### config.mk
export PLATFORM = sky130hd
export DESIGN_NAME = clock_gen_tuner
export DESIGN_NICKNAME = d
export VERILOG_FILES = /design/src/rtl/clock_gen_pkg.sv /design/src/rtl/clock_gen_divider.sv /design/src/rtl/clock_gen_tuner.sv
export SDC_FILE = /design/constraint.sdc
export NUM_CORES = 1
export LEC_CHECK = 0
export CORE_MARGIN = 1.5
export CORE_UTILIZATION = 60
export DETAILED_ROUTE_END_ITERATION = 8
export PLACE_DENSITY = 0.81
export RECOVER_POWER = 50
export SYNTH_ARGS = -nofsm -noshare
export SYNTH_HDL_FRONTEND = slang
export SYNTH_SLANG_ARGS = --single-unit
export TNS_END_PERCENT = 20
### constraint.sdc
create_clock -name i_clk -period 3.3 [get_ports i_clk]
set_clock_uncertainty 0.1 [all_clocks]
set_input_delay 0.495 -clock i_clk [delete_from_list [all_inputs] [get_ports i_clk]]
set_output_delay 0.495 -clock i_clk [all_outputs]
set_load 0.01 [all_outputs]
### src/rtl/clock_gen_pkg.sv
// rtl/clock_gen_pkg.sv - shared types and constants for the retunable clock-enable generator
package clock_gen_pkg;

    typedef enum logic [2:0] {
        ST_IDLE   = 3'd0,
        ST_CHECK  = 3'd1,
        ST_DIVIDE = 3'd2,
        ST_ROUND  = 3'd3,
        ST_ARM    = 3'd4
    } state_t;

    // Highest frequency the accumulator can represent without aliasing
    function automatic int unsigned max_freq(input int unsigned clock_freq);
        return clock_freq / 2;
    endfunction

    // One quotient bit per cycle, one cycle per accumulator bit
    function automatic int div_iterations(input int counter_width);
        return counter_width;
    endfunction

    localparam int DEFAULT_DIV_ITER = div_iterations(32);

endpackage

### src/rtl/clock_gen_divider.sv
// rtl/clock_gen_divider.sv - sequential restoring unsigned divider, one quotient bit per cycle
// The upper DIVISOR_W bits of the dividend must be below the divisor, so the
// quotient fits in DIVIDEND_W-DIVISOR_W bits and takes that many cycles.
// o_quotient/o_remainder carry the final result during the cycle o_done is high.
module clock_gen_divider #(
    parameter int DIVIDEND_W = 64,
    parameter int DIVISOR_W  = 32
) (
    input  logic                             i_clk,
    input  logic                             i_rst_n,
    input  logic                             i_start,
    input  logic [DIVIDEND_W-1:0]            i_dividend,
    input  logic [DIVISOR_W-1:0]             i_divisor,
    output logic                             o_done,
    output logic [DIVIDEND_W-DIVISOR_W-1:0]  o_quotient,
    output logic [DIVISOR_W-1:0]             o_remainder
);

    localparam int QUO_W = DIVIDEND_W - DIVISOR_W;
    localparam int CNT_W = $clog2(QUO_W + 1);

    logic [DIVISOR_W-1:0] r_rem;
    logic [QUO_W-1:0]     r_quo;
    logic [CNT_W-1:0]     r_cnt;
    logic                 r_busy;

    logic [DIVISOR_W:0]   w_shift;
    logic [DIVISOR_W-1:0] w_sub;
    logic                 w_ge;
    logic [DIVISOR_W-1:0] w_rem_next;
    logic [QUO_W-1:0]     w_quo_next;

    // The true difference is always below the divisor, so the low bits suffice
    assign w_shift    = {r_rem, r_quo[QUO_W-1]};
    assign w_ge       = (w_shift >= {1'b0, i_divisor});
    assign w_sub      = w_shift[DIVISOR_W-1:0] - i_divisor;
    assign w_rem_next = w_ge ? w_sub : w_shift[DIVISOR_W-1:0];
    assign w_quo_next = {r_quo[QUO_W-2:0], w_ge};

    assign o_done      = r_busy && (r_cnt == CNT_W'(1));
    assign o_quotient  = w_quo_next;
    assign o_remainder = w_rem_next;

    // Shift-subtract iteration; low dividend bits shift out as quotient bits shift in
    always_ff @(posedge i_clk or negedge i_rst_n) begin
        if (!i_rst_n) begin
            r_rem  <= '0;
            r_quo  <= '0;
            r_cnt  <= '0;
            r_busy <= 1'b0;
        end else if (i_start) begin
            r_rem  <= i_dividend[DIVIDEND_W-1:QUO_W];
            r_quo  <= i_dividend[QUO_W-1:0];
            r_cnt  <= CNT_W'(QUO_W);
            r_busy <= 1'b1;
        end else if (r_busy) begin
            r_rem <= w_rem_next;
            r_quo <= w_quo_next;
            r_cnt <= r_cnt - CNT_W'(1);
            if (r_cnt == CNT_W'(1)) begin
                r_busy <= 1'b0;
            end
        end
    end

endmodule

### src/rtl/clock_gen_tuner.sv
// rtl/clock_gen_tuner.sv - retunable phase-accumulator clock enable; CLOCK_GEN_TUNER_ROUND_EN selects round-to-nearest increment
module clock_gen_tuner
    import clock_gen_pkg::*;
#(
    parameter int          COUNTER_WIDTH = 32,
    parameter int unsigned CLOCK_FREQ    = 25000000,
    parameter int          FREQ_WIDTH    = 32
) (
    input  logic                     i_clk,
    input  logic                     i_rst_n,
    input  logic                     i_req_valid,
    output logic                     o_req_ready,
    input  logic [FREQ_WIDTH-1:0]    i_req_freq,
    output logic                     o_busy,
    output logic                     o_err,
    output logic                     o_locked,
    output logic [COUNTER_WIDTH-1:0] o_inc,
    output logic                     o_active
);

    localparam int W        = COUNTER_WIDTH;
    localparam int DIV_ITER = div_iterations(W);
    localparam logic [FREQ_WIDTH-1:0] MAX_F   = FREQ_WIDTH'(max_freq(CLOCK_FREQ));
    localparam logic [FREQ_WIDTH-1:0] DIVISOR = FREQ_WIDTH'(CLOCK_FREQ);

    state_t                r_state;
    state_t                w_next_state;
    logic [FREQ_WIDTH-1:0] r_freq;
    logic [W-1:0]          r_acc;
    logic [W-1:0]          r_inc;
    logic [W-1:0]          r_pending;
    logic                  r_active;
    logic                  r_locked;

    logic [W:0]            w_sum;
    logic                  w_xfer;
    logic                  w_too_big;
    logic                  w_zero;
    logic                  w_div_start;
    logic                  w_div_done;
    logic                  w_arm_load;
    logic [W-1:0]          w_div_quo;
    logic [FREQ_WIDTH-1:0] w_div_rem;

    assign w_sum     = {1'b0, r_acc} + {1'b0, r_inc};
    assign w_xfer    = i_req_valid && o_req_ready;
    assign w_too_big = (r_freq > MAX_F);
    assign w_zero    = (r_freq == '0);

    assign o_inc    = r_inc;
    assign o_active = r_active;
    assign o_locked = r_locked;

    // Captured frequency is below CLOCK_FREQ, so the quotient fits in DIV_ITER bits
    clock_gen_divider #(
        .DIVIDEND_W (DIV_ITER + FREQ_WIDTH),
        .DIVISOR_W  (FREQ_WIDTH)
    ) u_divider (
        .i_clk       (i_clk),
        .i_rst_n     (i_rst_n),
        .i_start     (w_div_start),
        .i_dividend  ({r_freq, {DIV_ITER{1'b0}}}),
        .i_divisor   (DIVISOR),
        .o_done      (w_div_done),
        .o_quotient  (w_div_quo),
        .o_remainder (w_div_rem)
    );

    // State register
    always_ff @(posedge i_clk or negedge i_rst_n) begin
        if (!i_rst_n) begin
            r_state <= ST_IDLE;
        end else begin
            r_state <= w_next_state;
        end
    end

    // Next-state logic
    always_comb begin
        w_next_state = r_state;
        case (r_state)
            ST_IDLE:   if (i_req_valid) w_next_state = ST_CHECK;
            ST_CHECK: begin
                if (w_too_big)   w_next_state = ST_IDLE;
                else if (w_zero) w_next_state = ST_ARM;
                else             w_next_state = ST_DIVIDE;
            end
`ifdef CLOCK_GEN_TUNER_ROUND_EN
            ST_DIVIDE: if (w_div_done) w_next_state = ST_ROUND;
            ST_ROUND:  w_next_state = ST_ARM;
`else
            ST_DIVIDE: if (w_div_done) w_next_state = ST_ARM;
`endif
            ST_ARM:    if (w_arm_load) w_next_state = ST_IDLE;
            default:   w_next_state = ST_IDLE;
        endcase
    end

    // Outputs and control strobes decoded from the current state
    always_comb begin
        o_req_ready = (r_state == ST_IDLE);
        o_busy      = (r_state != ST_IDLE);
        o_err       = (r_state == ST_CHECK) && w_too_big;
        w_div_start = (r_state == ST_CHECK) && !w_too_big && !w_zero;
        w_arm_load  = (r_state == ST_ARM) && ((r_inc == '0) || w_sum[W]);
    end

    // Request frequency is latched only on a handshake
    always_ff @(posedge i_clk or negedge i_rst_n) begin
        if (!i_rst_n) begin
            r_freq <= '0;
        end else if (w_xfer) begin
            r_freq <= i_req_freq;
        end
    end

    // Free-running accumulator; retuning never disturbs its phase
    always_ff @(posedge i_clk or negedge i_rst_n) begin
        if (!i_rst_n) begin
            r_acc    <= '0;
            r_active <= 1'b0;
        end else begin
            r_acc    <= w_sum[W-1:0];
            r_active <= w_sum[W];
        end
    end

    // New increment takes effect on a carry edge so the interval in flight completes
    always_ff @(posedge i_clk or negedge i_rst_n) begin
        if (!i_rst_n) begin
            r_inc    <= '0;
            r_locked <= 1'b0;
        end else if (w_arm_load) begin
            r_inc    <= r_pending;
            r_locked <= (r_pending != '0);
        end
    end

`ifdef CLOCK_GEN_TUNER_ROUND_EN
    logic [FREQ_WIDTH-1:0] r_rem;
    logic                  w_round_up;

    assign w_round_up = ({r_rem, 1'b0} >= {1'b0, DIVISOR});

    // Keep the remainder for the rounding decision in the following cycle
    always_ff @(posedge i_clk or negedge i_rst_n) begin
        if (!i_rst_n) begin
            r_rem <= '0;
        end else if ((r_state == ST_DIVIDE) && w_div_done) begin
            r_rem <= w_div_rem;
        end
    end

    // Pending increment: zero request, divider quotient, then rounding with saturation
    always_ff @(posedge i_clk or negedge i_rst_n) begin
        if (!i_rst_n) begin
            r_pending <= '0;
        end else if ((r_state == ST_CHECK) && w_zero) begin
            r_pending <= '0;
        end else if ((r_state == ST_DIVIDE) && w_div_done) begin
            r_pending <= w_div_quo;
        end else if ((r_state == ST_ROUND) && w_round_up && !(&r_pending)) begin
            r_pending <= r_pending + W'(1);
        end
    end
`else
    logic w_unused_rem;

    assign w_unused_rem = ^w_div_rem;

    // Pending increment: zero request or truncated divider quotient
    always_ff @(posedge i_clk or negedge i_rst_n) begin
        if (!i_rst_n) begin
            r_pending <= '0;
        end else if ((r_state == ST_CHECK) && w_zero) begin
            r_pending <= '0;
        end else if ((r_state == ST_DIVIDE) && w_div_done) begin
            r_pending <= w_div_quo;
        end
    end
`endif

endmodule

After elaboration in Yosys (flattened, before gate mapping)
Cells that the tools add are included.
{ "op_classes": {"add_sub_neg": 3, "order_cmp": 2, "n_eq_ne": 7, "n_mux": 18, "reduce_logical": 19} }
{ "op_table": {"columns": ["cell", "n"], "rows": [
  ["$mux W32", 7],
  ["$logic_not A32 Y1", 2],
  ["$add A32 B32 Y33", 1],
  ["$ge A33 B25 Y1 const B", 1],
  ["$gt A32 B24 Y1 const B", 1],
  ["$reduce_bool A32 Y1", 1],
  ["$sub A32 B25 Y32 const B", 1],
  ["$mux W3", 5],
  ["$mux W6", 2],
  ["$pmux W3 S4", 1],
  ["$logic_and A1 B1 Y1", 8],
  ["$eq A6 B1 Y1 const B", 1],
  ["$ne A2 B2 Y1 const B", 3],
  ["$sub A6 B1 Y6 const B", 1],
  ["$reduce_bool A2 Y1", 2],
  ["$eq A3 B1 Y1 const B", 1],
  ["$eq A3 B2 Y1 const B", 1],
  ["$eq A3 B3 Y1 const B", 1],
  ["$logic_not A3 Y1", 1],
  ["$mux W1", 3],
  ["$reduce_and A3 Y1", 1],
  ["$reduce_bool A3 Y1", 1],
  ["$logic_not A1 Y1", 2],
  ["$logic_or A1 B1 Y1", 1]
]} }
{ "word_totals": {"regBits": 204, "input_bits": 35, "word_cells": 60} }

Depth between registers and ports, before layout
Gate-level depths: netlist of run 1.
{ "depth": {"ltp_word": 5, "mapped_depth": 10, "ltp_nobuf": 9} }

By module
From an unflattened synthesis of run 1, not the netlist that was laid out.
{ "unflattened": {"hier_cells": 1273, "area_unflattened_um2": 12515.8} }
{ "modules_own_cells": {"columns": ["module", "instances", "cells_per_inst", "area_per_inst_um2", "seq_area_each_um2"], "rows": [
  ["clock_gen_tuner", 1, 607, 6665.1, 3328.2],
  ["clock_gen_divider", 1, 666, 5850.6, 1776.7]
]} }

Worst setup path before layout of run 1
Ideal clock, no wire load.
{ "synth_timing": {"path_kind": "register to register", "startpoint": "reg r_inc[0], in the netlist o_inc[0]", "endpoint": "reg r_inc[0], in the netlist o_inc[0]", "arrival_time_ns": 2.788, "required_ns": 3.075, "slack_ns": 0.288, "stages_incl_launch_ff": 11, "synth_period_minus_slack_ns": 3.012, "cell_sequence": "dfrtp_1 -> ha_1 -> fa_1 -> a21o_1 -> a221oi_1 -> o21a_1 -> a211o_1 -> o22a_1 -> a31oi_2 -> buf_2 -> mux2_2"} }
{ "synth_between": {"elab_chain_cells": 3} }
{ "synth_rtl": {"columns": ["element", "line_no", "text"], "rows": [
  ["from (decl)", "clock_gen_tuner.sv:30", "logic [W-1:0] r_inc;"],
  ["from (signal assigned)", "clock_gen_tuner.sv:134", "r_inc <= r_pending;"],
  ["$add A32 B32 Y33 / $logic_not A32 Y1 (equally long branches)", "clock_gen_tuner.sv:45, clock_gen_tuner.sv:105", null],
  ["$logic_or A1 B1 Y1 (*)", "clock_gen_tuner.sv:105", "w_arm_load = (r_state == ST_ARM) && ((r_inc == '0) || w_sum[W]);"],
  ["$logic_and A1 B1 Y1 (*)", "clock_gen_tuner.sv:105", null]
]} }
Mark *: on every way between the ends. The rest lies on a longest branch, timed or not.
A chain may end at the register's enable or synchronous reset.

Worst setup path in the final report of run 1
{ "layout_timing": {"startpoint": "reg r_freq[16]", "endpoint": "out o_err"} }
{ "layout_between": {"elab_chain_cells": 2} }
{ "layout_rtl": {"columns": ["element", "line_no", "text"], "rows": [
  ["from (decl)", "clock_gen_tuner.sv:28", "logic [FREQ_WIDTH-1:0] r_freq;"],
  ["from (signal assigned)", "clock_gen_tuner.sv:113", "r_freq <= i_req_freq;"],
  ["$gt A32 B24 Y1", "clock_gen_tuner.sv:47", "assign w_too_big = (r_freq > MAX_F);"],
  ["$logic_and A1 B1 Y1", "clock_gen_tuner.sv:103", "o_err = (r_state == ST_CHECK) && w_too_big;"],
  ["to (decl)", "clock_gen_tuner.sv:15", "output logic o_err,"]
]} }
Every way passes these cells.

==> results.ini, run 1 <==
[status]
outcome = finished, violations left
violations = max-capacitance violations, max-slew violations

[drt]
num_vias = 8049
ant_nets = 0
drt-vias-per-instance = 5.99
first_pass_iters = 5
drc = 0
wl_per_cell_um = 16.9
wirelength_um = 22700
initialDrtViolationCount = 461

[global_routing]
grt_pass1_wl_um = 38600
overflow = 0
grt_pass1_vias = 7811
grt_max_degree = 89
antenna_found_initial = 0
grt_usage_pct = 25.8

[yosys]
post_synth_xor_area_fraction_pct = 4.53
syn_area_sq_um = 10600
synthTopCellsByArea = dfrtp_1, mux2_2, mux2i_1
syn_nets = 1090
synth_top_family_by_area = compound AO/OA/AOI/OAI gates
ys_warn_count = 0
yosysSeqAreaShare_pct = 48.0
syn_inst = 1018
synth_top_cell_by_area = dfrtp_1
synth_edf_count = 0
ys_ff_latch = 204
ys_types = 67
synthAdderAreaFrac_pct = 4.43
async_flop_share_pct = 100
synth.area.mux_share_pct = 11.2
synth_top_area_share_pct = 48.0
ys.flop_type = dfrtp_1
synth_simple_gate_area_share_pct = 14.0
synth_compound_area_share_pct = 14.7
avgSynthCellArea_sq_um = 10.4

[critical_path]
arrival_ns = 2.63
r2r_slack_ns = 0.16
crit_required_ns = 2.70
criticalPathCategory = register to output pin
start_kind = register
crit_fanout = 2
endpoint_kind = output pin
rr_worst_depth = 10

[place]
dp_cells = 1298
hpwl_um = 15700
portBuffers = 71
routabilityCongestion = 0.884

[clocking]
numCtsBuffers = 22
path_clk_slew_ns = 0.06
cts_buffer_depth = 3
cts_tree = built
cts-root-buf = clkbuf_16
cts_sinks = 204
htreeDepth = 1
clkLatencyLatePin_ns = 0.51

[job]
max-cap-violations = 2

[floorplanning]
die_w_um = 136
pin_count = 72
dieArea_sq_um = 18500
initial_core_util_pct = 61.5
rows = 48
core-area_sq_um = 17300
fp.dieH_um = 136

[pwr]
vdd_drop_max_uv = 439
p_leak_nw = 5.72
powerDensity_nw_per_um2 = 564

[timing]
max_freq_ghz = 0.310
setup_viol = 0
slew_viol_final = 122
fin_crit_sh_pct = 97.8
tns_ns = 0
relSlewSlack_pct = -47.9
rsz0062_at_grt = false
hold_violations = 0
tightestPinTransition_ns = 2.22
period_needed_ns = 3.23

[finish]
nets = 1175
areaGrowthSynthToFinish_pct = 17.3
instances_no_fill = 1343
diodes = 0
final_layout_size_suffix_gt1_share_pct = 15.4
num-fill-cells = 1230

[worst_hold_path]
hold_depth = 1
holdCritPathClass = register to register

## flip-flops by register name (all words and copies together) (netlist names)
name	count
r_freq	32
o_active	1
u_divider.r_rem	32
r_pending	32
r_state	3
r_acc	32
o_locked	1
u_divider.r_busy	1
u_divider.r_cnt	6
u_divider.r_quo	32
o_inc	32
## synthesized netlist by cell type, drive strengths merged (4+ instances only)
| cell | n |
|---|---|
| dfrtp | 204 |
| nand2 | 111 |
| a21oi | 81 |
| nor2 | 75 |
| mux2 | 64 |
| mux2i | 47 |
| o21ai | 39 |
| ha | 36 |
| clkbuf | 32 |
| xor2 | 30 |
| a21o | 27 |
| xnor2 | 25 |
| nor4 | 24 |
| nand3 | 20 |
| a211oi | 19 |
| inv | 18 |
| buf | 17 |
| nand4 | 12 |
| nand2b | 10 |
| o211ai | 10 |
| a31oi | 9 |
| nor3 | 8 |
| or4 | 8 |
| and2 | 7 |
| o21bai | 7 |
| nor2b | 6 |
| o21a | 6 |
| o31ai | 6 |
| and3 | 5 |
| or3 | 5 |
| o2111ai | 4 |
| o22ai | 4 |
## final cells by class
class	instances	area (sq um)	share of cell area [%]
clock buffer	26	607	4.87
clock inverter	13	166	1.33
inverter	18	67.6	0.542
multi-input combinational	747	5220	41.9
sequential	204	5110	41.0
tap	225	282	2.26
timing repair buffer	110	1020	8.19
## metal layers
metal / vias up / GRT usage [%] / wire length [um]
met3: 44 / 3.43 / 960
met4: 0 / 7.15 / 570
met1: 3934 / 35.4 / 10300
met2: 200 / 43.0 / 10900
li1: 3871 / - / -
met5: - / 0 / 0
## where the power goes
part	leakage, nW	switching, mW	total, mW	internal [mW]
registers	2.71	0.404	3.22	2.81
clock network	0.372	1.04	2.60	1.57
logic	2.64	0.595	1.21	0.615
total	5.72	2.04	7.03	4.99
## final timing paths
| kind | startpoint | endpoint |
|---|---|---|
| hold reg to reg | r_acc[0]$_DFF_PN0_ | r_acc[0]$_DFF_PN0_ |
| setup reg to reg | o_inc[0]$_DFFE_PN0P_ | o_inc[5]$_DFFE_PN0P_ |
| hold / removal | r_acc[0]$_DFF_PN0_ | r_acc[0]$_DFF_PN0_ |
| setup / recovery | r_freq[16]$_DFFE_PN0P_ | o_err |
| max in group asynchronous | i_rst_n | u_divider.r_quo[17]$_DFFE_PN0P_ |
| min in group asynchronous | i_rst_n | r_acc[9]$_DFF_PN0_ |
## what timing repair did
action                                  in CTS  in global routing
pin swaps                                    3                  0
resized for setup                            7                  2
hold buffers                                 1                  0
endpoints found under the setup margin       1                 24
hold endpoints to repair                    86                  0
buffers inserted                             5                  0
## placed cells by master (no fill, tap or decap), types with 10 or more instances in the layout
master and n:
a21o_1 27, nor4_1 22, clkdlybuf4s50_1 62, a21oi_1 81, nor2_1 75, o21ai_0 23
xor2_1 30, nand2_1 111, clkbuf_16 23, ha_1 36, a211oi_1 19, xnor2_1 25
buf_4 34, o21ai_2 16, nand4_1 12, o211ai_1 10, inv_1 18, dfrtp_1 203
mux2i_1 47, mux2_2 64, nand3_1 20, nand2b_1 10
## logic make-up (layout without fill, tap and decap cells)
family                   Yosys count  in the layout
AO/OA/AOI/OAI                    235            235
XOR/XNOR                          55             55
adder cells (fa/ha/maj)           37             37
buffers and inverters             67            167
flip-flops                       204            204
multiplexers                     111            111
AND/OR/NAND/NOR                  309            309
## per-stage QoR
| step | instance area [sq um] | total power [mW] | setup WS, ns | util (%) | hold slack [ns] |
|---|---|---|---|---|---|
| 2_1_floorplan | 10600 | 4.08 | 0.288 | - | 0.0994 |
| 3_3_place_gp | 11700 | 4.39 | 0.106 | 67.4 | 0.353 |
| 3_5_place_dp | 11700 | 4.43 | 0.0890 | 67.4 | 0.369 |
| 4_1_cts | 12500 | 7.07 | 0.0564 | 72.2 | 0.383 |
| 5_1_grt | 12500 | 7.39 | 0.0105 | 72.1 | 0.383 |
| 6_report | 12500 | 7.03 | 0.0736 | 72.1 | 0.376 |
## critical path, stage by stage, from the launching register on
cell and delay, ns:
dfrtp_1 0.37, or4_4 0.53, or4_4 0.50, or4_4 0.42, o21ai_2 0.08, nor2_1 0.07
buf_2 0.14
Note: power is estimated with default switching activity, not from simulation.
==> run 2: changes to the inputs <==
Clock period 3.3 ns to 3.6 ns, I/O delays scaled along.
==> run 2 against run 1 <==
Against the previous run:
- design area decreased by 0.80%
- critical path depth unchanged
- core utilization decreased by 0.58 points
- sequential share of layout area increased by 0.33 points
- the flow still finishes with violations (max-capacitance violations, max-slew violations)
- clock power decreased by 10%
- first-iteration DRC count increased by 9.1%
- highest routed layer unchanged
==> results.ini, run 2 (same netlist as run 1, synthesis figures left out) <==
[timing]
tightestPinTransition_ns = 2.04
rsz0062_at_grt = true
slew_viol_final = 83
fin_crit_sh_pct = 97.3
relSlewSlack_pct = -35.7
hold_violations = 0
setup_viol = 0
period_needed_ns = 3.50
hold_ws_ns = 0.394
max_freq_ghz = 0.286

[pwr]
p_sw_share_pct = 28.7
clockPowerShare_pct = 36.6
p_leak_nw = 5.63
comb_power_share_pct = 16.9
p_sw_mw = 1.82
intPower_mw = 4.53
vdd_drop_max_uv = 507
seq_power_share_pct = 46.5
powerDensity_nw_per_um2 = 514

[finish]
nets = 1166
num-fill-cells = 1288
multi_input_area_sq_um = 5220
finalInstanceArea_sq_um = 12400
diodes = 0
seq_area_sq_um = 5110
layout_common_cells = dfrtp_1, nand2_1, a21oi_1
final_layout_size_suffix_gt1_share_pct = 14.6
areaGrowthSynthToFinish_pct = 16.4
final_common_cell = dfrtp_1

[clocking]
cts_tree = built
path_clk_slew_ns = 0.06
clkLatencyLatePin_ns = 0.51
cts-root-buf = clkbuf_16
cts_sinks = 204
holdBufCountCts = 0
htreeDepth = 1
numCtsBuffers = 22
cts_buffer_depth = 3

[global_routing]
grt_pass1_vias = 7897
grt_max_degree = 83
grt_usage_pct = 25.9
grt_pass1_wl_um = 38800
overflow = 0
antenna_found_initial = 0

[floorplanning]
pin_count = 72
fp.dieH_um = 136
core-area_sq_um = 17300
rows = 48
initial_core_util_pct = 61.5
dieArea_sq_um = 18500
die_w_um = 136

[drt]
wl_per_cell_um = 17.1
wirelength_um = 22800
drt-vias-per-instance = 5.98
drc = 0
initialDrtViolationCount = 503
num_vias = 7966
first_pass_iters = 5
ant_nets = 0

[place]
dpl_cell_area_sq_um = 11600
portBuffers = 71
routabilityCongestion = 0.897
hpwl_um = 15800

[critical_path]
crit_required_ns = 2.96
start_kind = register
crit_fanout = 3
endpoint_kind = output pin
arrival_ns = 2.86
criticalPathCategory = register to output pin

[job]
max-cap-violations = 1

[status]
violations = max-capacitance violations, max-slew violations
outcome = finished, violations left

[worst_hold_path]
holdCritPathClass = register to register

[run 2: cell count changes in the layout (fill, tap and decap cells not counted), moves of 3 or more]
cell / before / now
inv_6: 4 / 0
clkbuf_8: 2 / 5
clkdlybuf4s50_1: 62 / 69
buf_4: 34 / 26
dlygate4sd3_1: 8 / 0
[run 2: worst paths after layout]
kind                                        from                          to  slack, ns  depth (start not counted)
min                           r_acc[0]$_DFF_PN0_          r_acc[0]$_DFF_PN0_       0.39                          1
max reg2reg                 o_inc[0]$_DFFE_PN0P_       o_inc[10]$_DFFE_PN0P_       0.16                          9
min reg2reg                   r_acc[0]$_DFF_PN0_          r_acc[0]$_DFF_PN0_       0.39                          1
max                        r_freq[8]$_DFFE_PN0P_                       o_err        0.1                          6
min in group asynchronous                i_rst_n          r_acc[1]$_DFF_PN0_       0.53                          1
max in group asynchronous                i_rst_n  u_divider.r_busy$_DFF_PN0_       0.77                          2
[run 2: area by class of cell]
| class | instances | share of cell area, % |
|---|---|---|
| clock buffers | 29 | 5.24 |
| clock inverters | 9 | 0.890 |
| inverters | 18 | 0.546 |
| multi-input cells | 747 | 42.2 |
| flip-flops and latches | 204 | 41.3 |
| well taps | 225 | 2.28 |
| repair buffers | 101 | 7.57 |
[run 2: through the flow]
stage / std cells / util (%) / setup TNS (ns) / power (mW) / worst slack (ns)
2_1_floorplan: 1018 / - / 0 / 3.74 / 0.588
3_3_place_gp: 1294 / 67.2 / 0 / 4.01 / 0.235
3_5_place_dp: 1294 / 67.2 / 0 / 4.06 / 0.158
4_1_cts: 1333 / 71.6 / 0 / 6.41 / 0.0301
5_1_grt: 1333 / 71.5 / -0.783 / 6.69 / -0.0429
6_report: 1333 / 71.5 / 0 / 6.36 / 0.0974
[run 2: power by group through the flow]
stage / Sequential [mW] / Combinational, mW / Clock (mW)
final: 2.96 / 1.07 / 2.33
after global routing: 3.01 / 1.22 / 2.47
after detailed placement: 2.99 / 1.07 / 0
after floorplan: 2.83 / 0.911 / 0
after global placement: 2.97 / 1.03 / 0
after CTS: 2.95 / 1.08 / 2.37
[run 2: timing repair]
action | 4_1_cts | 5_1_grt
pin swaps | 0 | 1
resized for setup | 2 | 4
setup buffers | 1 | 0
endpoints found under the setup margin | 1 | 33
[run 2: per-layer routing]
metal | track usage, % | part of all wire [%] | vias to the layer above
met5 | 0 | 0 | -
met4 | 7.09 | 2.6 | 0
met3 | 4.18 | 5.5 | 52
met2 | 42.1 | 48 | 244
met1 | 36.2 | 44 | 3824
li1 | - | - | 3846
[run 2: worst max-delay path: stages (launching register included)]
cell and delay (ns):
dfrtp_1 0.40, or4_4 0.56, or4_4 0.51, or4_4 0.49, o21ai_2 0.08, nor2_1 0.07
clkdlybuf4s15_1 0.24
==> run 3: changes to the inputs <==
Settings changed: GPL_TIMING_DRIVEN set to 1.
==> results of run 3 <==
Final layout, timing and power as in run 2 (identical DEF).
